File: config.mk
export PLATFORM = sky130hd
export DESIGN_NAME = key_search_scheduler
export DESIGN_NICKNAME = d
export VERILOG_FILES = /design/src/rtl/key_search_scheduler.sv
export SDC_FILE = /design/constraint.sdc
export NUM_CORES = 1
export LEC_CHECK = 0
export BUFFER_PORTS_ARGS = -buffer_cell sky130_fd_sc_hd__buf_2
export CAP_MARGIN = 20
export CORE_AREA = 2 2 303 305
export CTS_CLUSTER_SIZE = 16
export DETAILED_ROUTE_END_ITERATION = 8
export DIE_AREA = 0 0 305 307
export GPL_ROUTABILITY_DRIVEN = 1
export GPL_TIMING_DRIVEN = 1
export REMOVE_ABC_BUFFERS = 1
export SYNTH_ARGS = -nofsm -noshare
export SYNTH_HDL_FRONTEND = slang
export SYNTH_SLANG_ARGS = --single-unit
File: constraint.sdc
create_clock -name clk -period 24.1 [get_ports clk]
set_input_delay 3.615 -clock clk [delete_from_list [all_inputs] [get_ports clk]]
set_output_delay 3.615 -clock clk [all_outputs]
set_load 0.02 [all_outputs]
File: src/rtl/key_search_scheduler.sv
// Brute-force RC4 key-search scheduler: hands consecutive keys to NUM_ENGINES decrypt engines
// and keeps the smallest key whose plaintext is all upper-case letters, digits and spaces.
module key_search_scheduler #(
    parameter int NUM_ENGINES = 4,
    parameter int KEY_WIDTH   = 24
) (
    input  logic                             clk,
    input  logic                             reset,
    input  logic                             start,
    input  logic                             abort,
    output logic [NUM_ENGINES-1:0]           eng_enable,
    output logic [NUM_ENGINES*KEY_WIDTH-1:0] eng_key,
    input  logic [NUM_ENGINES-1:0]           eng_done,
    input  logic [NUM_ENGINES*128-1:0]       eng_plaintext,
    output logic                             busy,
    output logic                             found,
    output logic                             exhausted,
    output logic [KEY_WIDTH-1:0]             found_key,
    output logic [127:0]                     found_plaintext
);

    typedef enum logic [2:0] {
        S_IDLE      = 3'd0,
        S_RUN       = 3'd1,
        S_DRAIN     = 3'd2,
        S_FOUND     = 3'd3,
        S_EXHAUSTED = 3'd4
    } state_t;

    state_t                           state_r, state_nxt_s;
    logic [KEY_WIDTH:0]               next_key_r, next_key_nxt_s;
    logic [NUM_ENGINES-1:0]           eng_enable_r, enable_nxt_s;
    logic [NUM_ENGINES*KEY_WIDTH-1:0] eng_key_r;
    logic                             match_valid_r;
    logic [KEY_WIDTH-1:0]             match_key_r;
    logic [127:0]                     match_pt_r;
    logic                             busy_r, found_r, exhausted_r;

    logic [NUM_ENGINES-1:0] completing_s, disp_onehot_s;
    logic                   hit_s, idle_found_s, disp_s, clear_match_s, update_match_s;
    logic [KEY_WIDTH-1:0]   hit_key_s;
    logic [127:0]           hit_pt_s;

    function automatic logic is_printable(input logic [127:0] text);
        logic       ok;
        logic [7:0] c;
        ok = 1'b1;
        for (int b = 0; b < 16; b++) begin
            c = text[b*8 +: 8];
            if (!(((c >= 8'h41) && (c <= 8'h5A)) || ((c >= 8'h30) && (c <= 8'h39)) || (c == 8'h20)))
                ok = 1'b0;
            else
                ok = ok;
        end
        return ok;
    endfunction

    // Completion detection and smallest-key selection among this cycle's matches
    always_comb begin
        completing_s = ((state_r == S_RUN) || (state_r == S_DRAIN)) ? (eng_enable_r & eng_done)
                                                                    : {NUM_ENGINES{1'b0}};
        hit_s     = 1'b0;
        hit_key_s = {KEY_WIDTH{1'b0}};
        hit_pt_s  = 128'd0;
        for (int i = 0; i < NUM_ENGINES; i++) begin
            if (completing_s[i] && is_printable(eng_plaintext[i*128 +: 128]) &&
                (!hit_s || (eng_key_r[i*KEY_WIDTH +: KEY_WIDTH] < hit_key_s))) begin
                hit_s     = 1'b1;
                hit_key_s = eng_key_r[i*KEY_WIDTH +: KEY_WIDTH];
                hit_pt_s  = eng_plaintext[i*128 +: 128];
            end else begin
                hit_s = hit_s;
            end
        end
    end

    // Dispatch to the lowest-index engine whose enable was low before this edge
    always_comb begin
        idle_found_s  = 1'b0;
        disp_onehot_s = {NUM_ENGINES{1'b0}};
        for (int i = 0; i < NUM_ENGINES; i++) begin
            if (!eng_enable_r[i] && !idle_found_s) begin
                idle_found_s     = 1'b1;
                disp_onehot_s[i] = 1'b1;
            end else begin
                idle_found_s = idle_found_s;
            end
        end
        disp_s         = (state_r == S_RUN) && !abort && !hit_s && !next_key_r[KEY_WIDTH] && idle_found_s;
        clear_match_s  = (state_r == S_IDLE) && start && !abort;
        update_match_s = !abort && hit_s && (!match_valid_r || (hit_key_s < match_key_r));
        if (abort)
            enable_nxt_s = {NUM_ENGINES{1'b0}};
        else if (disp_s)
            enable_nxt_s = (eng_enable_r & ~completing_s) | disp_onehot_s;
        else
            enable_nxt_s = eng_enable_r & ~completing_s;
        if (clear_match_s)
            next_key_nxt_s = {(KEY_WIDTH+1){1'b0}};
        else if (disp_s)
            next_key_nxt_s = next_key_r + {{KEY_WIDTH{1'b0}}, 1'b1};
        else
            next_key_nxt_s = next_key_r;
    end

    // Next-state logic; abort overrides every other transition
    always_comb begin
        state_nxt_s = state_r;
        case (state_r)
            S_IDLE: begin
                if (start) state_nxt_s = S_RUN;
                else       state_nxt_s = S_IDLE;
            end
            S_RUN: begin
                if (hit_s)
                    state_nxt_s = (enable_nxt_s == {NUM_ENGINES{1'b0}}) ? S_FOUND : S_DRAIN;
                else if (next_key_nxt_s[KEY_WIDTH] && (enable_nxt_s == {NUM_ENGINES{1'b0}}))
                    state_nxt_s = S_EXHAUSTED;
                else
                    state_nxt_s = S_RUN;
            end
            S_DRAIN: begin
                if (enable_nxt_s == {NUM_ENGINES{1'b0}}) state_nxt_s = S_FOUND;
                else                                     state_nxt_s = S_DRAIN;
            end
            S_FOUND:     state_nxt_s = S_FOUND;
            S_EXHAUSTED: state_nxt_s = S_EXHAUSTED;
            default:     state_nxt_s = S_IDLE;
        endcase
        if (abort) state_nxt_s = S_IDLE;
        else       state_nxt_s = state_nxt_s;
    end

    // State register
    always_ff @(posedge clk) begin
        if (reset) state_r <= S_IDLE;
        else       state_r <= state_nxt_s;
    end

    // Engine control, key counter, match register and status outputs
    always_ff @(posedge clk) begin
        if (reset) begin
            next_key_r    <= {(KEY_WIDTH+1){1'b0}};
            eng_enable_r  <= {NUM_ENGINES{1'b0}};
            eng_key_r     <= {(NUM_ENGINES*KEY_WIDTH){1'b0}};
            match_valid_r <= 1'b0;
            match_key_r   <= {KEY_WIDTH{1'b0}};
            match_pt_r    <= 128'd0;
            busy_r        <= 1'b0;
            found_r       <= 1'b0;
            exhausted_r   <= 1'b0;
        end else begin
            next_key_r   <= next_key_nxt_s;
            eng_enable_r <= enable_nxt_s;
            for (int i = 0; i < NUM_ENGINES; i++) begin
                if (disp_s && disp_onehot_s[i])
                    eng_key_r[i*KEY_WIDTH +: KEY_WIDTH] <= next_key_r[KEY_WIDTH-1:0];
            end
            if (clear_match_s) begin
                match_valid_r <= 1'b0;
                match_key_r   <= {KEY_WIDTH{1'b0}};
                match_pt_r    <= 128'd0;
            end else if (update_match_s) begin
                match_valid_r <= 1'b1;
                match_key_r   <= hit_key_s;
                match_pt_r    <= hit_pt_s;
            end
            busy_r      <= (state_nxt_s == S_RUN) || (state_nxt_s == S_DRAIN);
            found_r     <= (state_nxt_s == S_FOUND);
            exhausted_r <= (state_nxt_s == S_EXHAUSTED);
        end
    end

    assign eng_enable      = eng_enable_r;
    assign eng_key         = eng_key_r;
    assign busy            = busy_r;
    assign found           = found_r;
    assign exhausted       = exhausted_r;
    assign found_key       = match_key_r;
    assign found_plaintext = match_pt_r;

endmodule

==> summary.txt <==
Yosys top cell by area - dfxtp_1
non-filler instance count after layout - 4811
CP Capture Type - flop
Area after DPL - 27100 um2
DRT iter0 DRCs - 2957
Post-synth top flop - dfxtp_1
clock-pin slew on the worst setup and hold paths - 0.06 ns
DRT Wirelength - 149000 um
CTS tree - done
HPWL after detailed placement - 121000 um
Max-slew headroom - 0.178
CP top delay family - compound AO/OA/AOI/OAI gates
number of global-route vias before repair - 25300
Post-Syn Area per Cell - 7.62 um2
area grow syn2layout - 27.8%
number of synthesized flops with an enable pin - 0
Routed WL per cell - 30.9 um
total global routing track utilization - 0.300
Die Ht - 307 um
max incr delay on CP - 0.80 ns
R2R setup slack - 8.67 ns
Flop pwr share - 0.360
worst min path class - flop to flop
clock sink count - 284
Setup Viol. Count Final - 0
Cell Pwr Density - 45.7 nW/um2
Final GP Congestion - 1.07
critical path class - input port to flop
post-synthesis cell count - 2933
fin nets - 4177
PortBufs - 774
Slew Limit Fails - 0
Worst R2R Start - state_r[1]
antenna violations before repair - 46
Worst VDD drop - 0.0535 mV
vias per cell - 5.76
P_sw - 0.386 mW
clock period minus worst slack - 18.24 ns
WP data required - 24.61 ns
Hold Path Sink - found_plaintext[125]
Worst Setup SP - eng_plaintext[58]
die area - 93600 um2
CTS root buffer - clkbuf_16
crit path DAT - 18.75 ns
Layout Cell Area excl Fill - 28600 um2
Synth cell types - 84
fill count - 9931
hold buffers post-CTS - 0
CTS Buffer Depth - 3
Power Internal - 0.920 mW
max frequency - 54.8 MHz
final cycle utilization of the critical path - 0.757
r2r worst-path depth - 52
Final Hold Slack - 0.466 ns
Yosys Warn Count - 0
register area share after synthesis - 0.254
RSZ-0062 raised after global routing - no
mapped cell area - 22300 um2
post-CTS resize count - 0
combinational share of power - 0.146
Max Cap Viol - 0
Final TNS setup - 0 ns
Worst Hold Path Cells - 2
most frequent cells in the layout - buf_2 (774), nor2_1 (380), dfxtp_1 (284), a21oi_1 (194), nand2_1 (189)
post-layout util - 0.315
pin count of the biggest net entering global routing - 165
leak pwr - 12.0 nW
commonest non-fill, non-tap cell in the layout - buf_2
H-tree levels - 2
worst-margin pin slew - 1.22 ns
FFs w/ async S/R, synth - 0
outcome - completed
cts bufs inserted - 38
CORE AREA - 90700 um2
synth top area cells - dfxtp_1 (25%), nor2_1 (6.4%), mux2i_1 (6.0%)
first-pass GRT wire length - 199000 um
die width - 305 um
Residual DRC - 0
Worst path slowest cell - o311a_2
CP Max Fanout - 164
switching share of power - 0.296
clock share of power - 0.494
clk_skew - 0.0482 ns
Hold Crit Start - found_plaintext[125]
worst r2r dst - found_plaintext[14]
Initial Util - 0.246
global route overflow - 0
via count - 27700
I/O Pins - 775
ANT nets after route - 0
drt pass-1 iters - 6
row count - 111
Placed Cells - 4710
synthesis-stage register bit count - 284
share of cells above drive strength 1 - 0.278
Clk Latency, worst-skew pair - 0.63 ns
Post-CTS Setup Inserts - 0
Fin. Hold Viols - 0
Worst setup SP type - input port
CP Buf/Inv Count - 6
post-synth top area share - 0.254
worst max path at each step:
stage	to	slack, ns	depth (start not counted)
5_1_grt	found_plaintext[46]	5.04	53
4_1_cts	found_plaintext[46]	6.23	53
3_3_place_gp	found_plaintext[14]	5.82	53
3_5_place_dp	found_plaintext[46]	5.60	53
6_report	found_plaintext[14]	5.86	53
2_1_floorplan	found_plaintext[103]	-3.59	35
power by group through the flow:
stage | registers (mW) | logic [mW] | clock network [mW]
2_1_floorplan | 0.480 | 0.0583 | 0
3_3_place_gp | 0.481 | 0.182 | 0
3_5_place_dp | 0.481 | 0.183 | 0
4_1_cts | 0.470 | 0.184 | 0.655
5_1_grt | 0.470 | 0.197 | 0.673
6_report | 0.470 | 0.191 | 0.645
cell families (layout without fill, tap and decap cells):
group / count (synthesis) / in the layout / synth area share
AOI/OAI and AO/OA: 954 / 954 / 0.316
xor gates and xnor gates: 33 / 33 / 0.0129
adders and majority gates: 93 / 93 / 0.0521
buffers and inverters: 336 / 995 / 0.0624
DFF: 284 / 284 / 0.254
muxes: 141 / 141 / 0.0636
other: 0 / 33 / 0
and+or+nand+nor: 1092 / 1092 / 0.238
area by class of cell:
| class | count | area, um2 | share of cell area |
|---|---|---|---|
| multi-input cells | 2313 | 15400 | 0.538 |
| flip-flops and latches | 284 | 5690 | 0.199 |
| repair buffers | 807 | 4130 | 0.145 |
| well taps | 1186 | 1480 | 0.0520 |
| clock buffers | 51 | 1060 | 0.0372 |
| inverters | 120 | 450 | 0.0158 |
| clock inverters | 17 | 303 | 0.0106 |
| diodes | 33 | 82.6 | 0.00289 |
state kept, by name, summed over array words and instances (netlist names):
signal,cells
state_r,3
eng_enable,4
found_key,24
found,1
match_valid_r,1
found_plaintext,128
next_key_r,25
exhausted,1
eng_key,96
busy,1
routing by layer:
| metal | vias up | share of wire | track usage |
|---|---|---|---|
| met5 | - | 0.00069 | 0 |
| met4 | 14 | 0.083 | 0.217 |
| met3 | 381 | 0.11 | 0.0994 |
| met2 | 1619 | 0.44 | 0.478 |
| met1 | 13300 | 0.36 | 0.337 |
| li1 | 12400 | - | - |
cells in the mapped netlist (18+ instances only):
| master | n |
|---|---|
| o31ai_1 | 52 |
| buf_2 | 22 |
| ha_1 | 93 |
| a21oi_1 | 195 |
| nand4_1 | 65 |
| nor3_1 | 78 |
| a211oi_1 | 48 |
| a311oi_1 | 89 |
| clkbuf_1 | 157 |
| o211ai_1 | 155 |
| buf_1 | 19 |
| nand2b_1 | 18 |
| nor2_1 | 383 |
| dfxtp_1 | 284 |
| or3b_2 | 36 |
| nand3_1 | 156 |
| nand2_1 | 189 |
| o31ai_2 | 61 |
| nor4_1 | 36 |
| a21o_1 | 60 |
| o21ai_0 | 88 |
| o21a_1 | 47 |
| inv_1 | 120 |
| a211o_1 | 23 |
| xor2_1 | 29 |
| and3_1 | 26 |
| mux2i_1 | 133 |
| or3_1 | 27 |
metrics by stage:
step / setup slack (ns) / total power [mW]
floorplan: -3.59 / 0.539
global placement: 5.82 / 0.663
detailed placement: 5.60 / 0.664
CTS: 6.23 / 1.31
global route: 5.04 / 1.34
finish: 5.86 / 1.31
worst reg2reg max path: cells and delay by family (launching register included):
kind,cells,cell delay [ns]
AO/OA/AOI/OAI,21,5.61
XOR/XNOR,1,0.39
adder cells (fa/ha/maj),4,1.32
buffers and inverters,5,2.35
flip-flops,1,0.55
multiplexers,1,0.20
AND/OR/NAND/NOR,20,4.92
(Power assumes the default switching activity.)
